**src/rtl/fb_read_arbiter.sv**
```systemverilog
// Display/secondary read arbiter for dmem port 1; display has fixed priority.
// Optional starvation guard enabled by defining FB_ARB_STARVE_GUARD_EN.
module fb_read_arbiter #(
    parameter int AW           = 32,
    parameter int DW           = 32,
    parameter int STARVE_LIMIT = 8
) (
    input  logic          clk,
    input  logic          reset,
    input  logic          d_req,
    input  logic [AW-1:0] d_addr,
    output logic          d_ack,
    output logic          d_rvalid,
    output logic [DW-1:0] d_rdata,
    input  logic          s_req,
    input  logic [AW-1:0] s_addr,
    output logic          s_ack,
    output logic          s_rvalid,
    output logic [DW-1:0] s_rdata,
    output logic [AW-1:0] mem_addr,
    input  logic [DW-1:0] mem_rdata,
    output logic          misalign
);

    logic          grant_d;
    logic          grant_s;
    logic          force_s;
    logic          d_rvalid_q, d_rvalid_d;
    logic          s_rvalid_q, s_rvalid_d;
    logic [DW-1:0] d_rdata_q, d_rdata_d;
    logic [DW-1:0] s_rdata_q, s_rdata_d;
    logic          misalign_q, misalign_d;

`ifdef FB_ARB_STARVE_GUARD_EN
    localparam int CW = $clog2(STARVE_LIMIT + 1);

    logic [CW-1:0] starve_cnt_q, starve_cnt_d;
    logic          force_s_q, force_s_d;

    assign force_s = force_s_q;

    // force_s is raised on the same edge the count reaches the limit,
    // so the forced grant lands in cycle STARVE_LIMIT+1.
    always_comb begin
        starve_cnt_d = starve_cnt_q;
        force_s_d    = force_s_q;
        if (grant_s) begin
            starve_cnt_d = '0;
            force_s_d    = 1'b0;
        end else if (s_req) begin
            if (starve_cnt_q < CW'(STARVE_LIMIT))
                starve_cnt_d = starve_cnt_q + 1'b1;
            if (starve_cnt_q >= CW'(STARVE_LIMIT - 1))
                force_s_d = 1'b1;
        end
    end

    always_ff @(posedge clk or negedge reset) begin
        if (!reset) begin
            starve_cnt_q <= '0;
            force_s_q    <= 1'b0;
        end else begin
            starve_cnt_q <= starve_cnt_d;
            force_s_q    <= force_s_d;
        end
    end
`else
    assign force_s = 1'b0;
`endif

    // Grants are masked while reset is held so all outputs read zero.
    always_comb begin
        grant_d = reset & d_req & ~(force_s & s_req);
        grant_s = reset & s_req & ~grant_d;
    end

    always_comb begin
        mem_addr = '0;
        if (grant_d)
            mem_addr = {d_addr[AW-1:2], 2'b00};
        else if (grant_s)
            mem_addr = {s_addr[AW-1:2], 2'b00};
    end

    always_comb begin
        d_rvalid_d = grant_d;
        s_rvalid_d = grant_s;
        d_rdata_d  = grant_d ? mem_rdata : d_rdata_q;
        s_rdata_d  = grant_s ? mem_rdata : s_rdata_q;
        misalign_d = misalign_q
                   | (grant_d & (|d_addr[1:0]))
                   | (grant_s & (|s_addr[1:0]));
    end

    always_ff @(posedge clk or negedge reset) begin
        if (!reset) begin
            d_rvalid_q <= 1'b0;
            s_rvalid_q <= 1'b0;
            d_rdata_q  <= '0;
            s_rdata_q  <= '0;
            misalign_q <= 1'b0;
        end else begin
            d_rvalid_q <= d_rvalid_d;
            s_rvalid_q <= s_rvalid_d;
            d_rdata_q  <= d_rdata_d;
            s_rdata_q  <= s_rdata_d;
            misalign_q <= misalign_d;
        end
    end

    assign d_ack    = grant_d;
    assign s_ack    = grant_s;
    assign d_rvalid = d_rvalid_q;
    assign s_rvalid = s_rvalid_q;
    assign d_rdata  = d_rdata_q;
    assign s_rdata  = s_rdata_q;
    assign misalign = misalign_q;

endmodule
```
**config.mk**
```make
export PLATFORM = sky130hd
export DESIGN_NAME = fb_read_arbiter
export DESIGN_NICKNAME = d
export VERILOG_FILES = /design/src/rtl/fb_read_arbiter.sv
export SDC_FILE = /design/constraint.sdc
export NUM_CORES = 1
export LEC_CHECK = 0
export BUFFER_PORTS_ARGS = -buffer_cell sky130_fd_sc_hd__buf_2
export CORE_ASPECT_RATIO = 1.75
export CORE_MARGIN = 2
export CORE_UTILIZATION = 44
export DETAILED_ROUTE_END_ITERATION = 8
export PLACE_DENSITY = 0.83
export REMOVE_ABC_BUFFERS = 1
export SETUP_SLACK_MARGIN = 0.4
export SLEW_MARGIN = 20
export SYNTH_ARGS = -nofsm -noshare
export SYNTH_HDL_FRONTEND = slang
export SYNTH_SLANG_ARGS = --single-unit
```
**constraint.sdc**
```tcl
create_clock -name clk -period 2.2 [get_ports clk]
set_input_delay 0.11 -clock clk [delete_from_list [all_inputs] [get_ports clk]]
set_output_delay 0.11 -clock clk [all_outputs]
set_load 0.03 [all_outputs]
```
==> results.toml <==
[power_and_ir_drop]
pwr-share-seq = 0.422
p_per_area_mw_per_mm2 = 855
p_int_mw = 2.36
p_comb_frac = 0.326
p_leak_nw = 2.26
p_sw_mw = 1.29
vdd_drop_max_mv = 0.628
switching_share = 0.353
clock_power_share = 0.252

[synthesis]
yosysWarnings = 0
synth_area_mm2 = 0.00285
synthCells = 184
synth_top_area_share = 0.589
synth_top_area_cell = "dfrtp_1"
yosysUniqueCellTypes = 15
synth-seq-cells = 67
ys_seq_area_frac = 0.589
syn_avg_cell_area_um2 = 15.5
synth.area.top_cells = "dfrtp_1 (59%), mux2_2 (14%), a22o_1 (9.2%), mux2_1 (7.9%), mux2_4 (4.7%)"

[floorplanning]
rows = 38
die_h_um = 110
die-area_mm2 = 0.00716
die_x_um = 64.8
io_pins = 201
coreArea_mm2 = 0.00623
start_util = 0.457

[sta]
setup_tns_ns = 0
relSlewSlack = 0.649
final.period_utilization = 0.664
fin_crit_ns = 1.46
grt_setup_unrepaired = "no"
final_hold_viol_count = 0
slew_violations = 0
fmaxAchievable_mhz = 685
finClkSkew_ns = 0
timing.hold.ws_ns = 0.0121
worst-slew-pin-transition_ns = 0.527
setup_violations = 0

[grt]
grt_max_degree = 45
gr-usage-all-layers = 0.246
gr-total-overflow = 0
antenna_found_initial = 0
grt_pass1_vias = 2589
grt_pass1_wl_mm = 13.1

[setup_path]
cp.buffers_inverters = 4
crit_chain = "buf_2 > nand2_2 > inv_2 > buf_4 > a22o_1 > buf_2"
worst-setup-path-type = "input port to output pin"
r2r_cells = 1
cp_top_family = "buffers and inverters"
cp_slowest_cell = "inv_2"
rr_endpoint = "s_rdata[15]"
crit_fanout = 24
r2r_start = "s_rdata[15]"
cp.arrival_ns = 1.35
startpoint_type = "input port"
end_kind = "output pin"
path_common_cell = "buf_2"
crit_required_ns = 2.09
max_stage_delay_ns = 0.35
r2r_slack_ns = 1.40

[cts]
clockBufferDepth = 2
clock_sinks = 67
clock_latency_ns = 0.33
cts_htree_levels = 3
cts_tree = "done"
root_buffer = "clkbuf_8"
cts.repair.resized = 0
cts_buffers = 9
clk_pin_slew_ns = 0.06

[detailed_routing]
viasPerCell = 5.05
dr.pass1.iters = 4
ant_nets = 0
vias = 2476
drc = 0
routedWlPerCell_um = 17.3
drt-total-wl_mm = 8.49
drt_iter0_drc = 127

[final_layout]
nets = 506
finish.utilization = 0.685
drive_gt1_frac = 0.651
diodes = 0
areaGrowthSynthToFinish_pct = 49.9

[min_path]
hold_end = "s_rdata[7]"
hp-start = "mem_rdata[7]"
holdPathStages = 2
hp-class = "input port to register"

[outcome]
outcome = "complete, no violations"

[place]
dp_hpwl_mm = 6.25
place_congestion = 0.932
port_buffers = 198

[run]
drv_cap = 0
==> cell usage after synthesis <==
| library cell | count |
|---|---|
| nor2_1 | 2 |
| dfrtp_1 | 67 |
| conb_1 | 1 |
| buf_4 | 3 |
| mux2_1 | 20 |
| nand2_2 | 1 |
| mux2_4 | 9 |
| buf_2 | 8 |
| inv_1 | 1 |
| o221ai_1 | 1 |
| mux2_2 | 35 |
| nand3b_4 | 1 |
| buf_6 | 3 |
| inv_2 | 2 |
| a22o_1 | 30 |
==> per-layer routing <==
layer | vias up | share of wire | GRT usage
li1 | 1120 | - | -
met1 | 1208 | 0.38 | 0.278
met2 | 134 | 0.53 | 0.430
met3 | 14 | 0.071 | 0.0621
met4 | 0 | 0.022 | 0.0993
met5 | - | 0 | 0
==> power by group through the flow <==
stage	registers, mW	clock network, mW	logic (mW)
final	1.54	0.921	1.19
after global routing	1.56	1.01	1.25
after CTS	1.54	0.954	1.19
after detailed placement	1.56	0	1.17
after global placement	1.55	0	1.15
after floorplan	1.96	0	0.327
==> per-stage QoR <==
| stage | worst slack (ns) | cells | power [mW] | area (um^2) |
|---|---|---|---|---|
| floorplan | 0.647 | 171 | 2.28 | 2760 |
| global placement | 0.761 | 456 | 2.70 | 3900 |
| detailed placement | 0.700 | 456 | 2.72 | 3900 |
| CTS | 0.735 | 490 | 3.69 | 4270 |
| global route | 0.611 | 490 | 3.83 | 4270 |
| finish | 0.740 | 490 | 3.65 | 4270 |
==> layout make-up <==
cell class	count	area, um^2
fillers	464	1960
clock buffers	13	169
multi-input cells	101	1070
inverters	3	11.3
flip-flops and latches	67	1680
clock inverters	2	10.0
well taps	80	100
repair buffers	224	1230
==> cells by family after synthesis <==
group / after synthesis / share of synthesized area
DFF: 67 / 0.589
muxes: 64 / 0.265
AOI/OAI and AO/OA: 31 / 0.0953
buffers and inverters: 17 / 0.0378
and+or+nand+nor: 4 / 0.0119
other: 1 / 0.00132
==> flip-flops by register name, summed over array words and instances (netlist names) <==
name / flops
s_rdata: 32
s_rvalid: 1
d_rvalid: 1
d_rdata: 32
misalign: 1
==> worst max-delay path by stage <==
stage                   end  cells past startpoint  slack (ns)   from
2_1_floorplan   s_rdata[19]                      3        0.65  d_req
3_3_place_gp     d_rdata[3]                      5        0.76  reset
3_5_place_dp    d_rdata[17]                      5        0.70  reset
4_1_cts         mem_addr[6]                      6        0.74  d_req
5_1_grt        mem_addr[12]                      6        0.61  reset
6_report        mem_addr[6]                      6        0.74  reset
==> timing repair <==
action                                 in CTS  in global routing
endpoints found under the hold margin      86                  0
setup buffers                               0                  0
hold buffers                               19                  0
==> cell usage in the layout (no fill, tap or decap), drive strengths merged <==
| master | instances |
|---|---|
| nor2 | 2 |
| nand2 | 1 |
| clkbuf | 13 |
| buf | 205 |
| dlygate4sd3 | 19 |
| mux2 | 64 |
| inv | 3 |
| conb | 2 |
| a22o | 30 |
| clkinv | 2 |
| nand3b | 1 |
| dfrtp | 67 |
| o221ai | 1 |
Power figures use the tool's default switching activity.
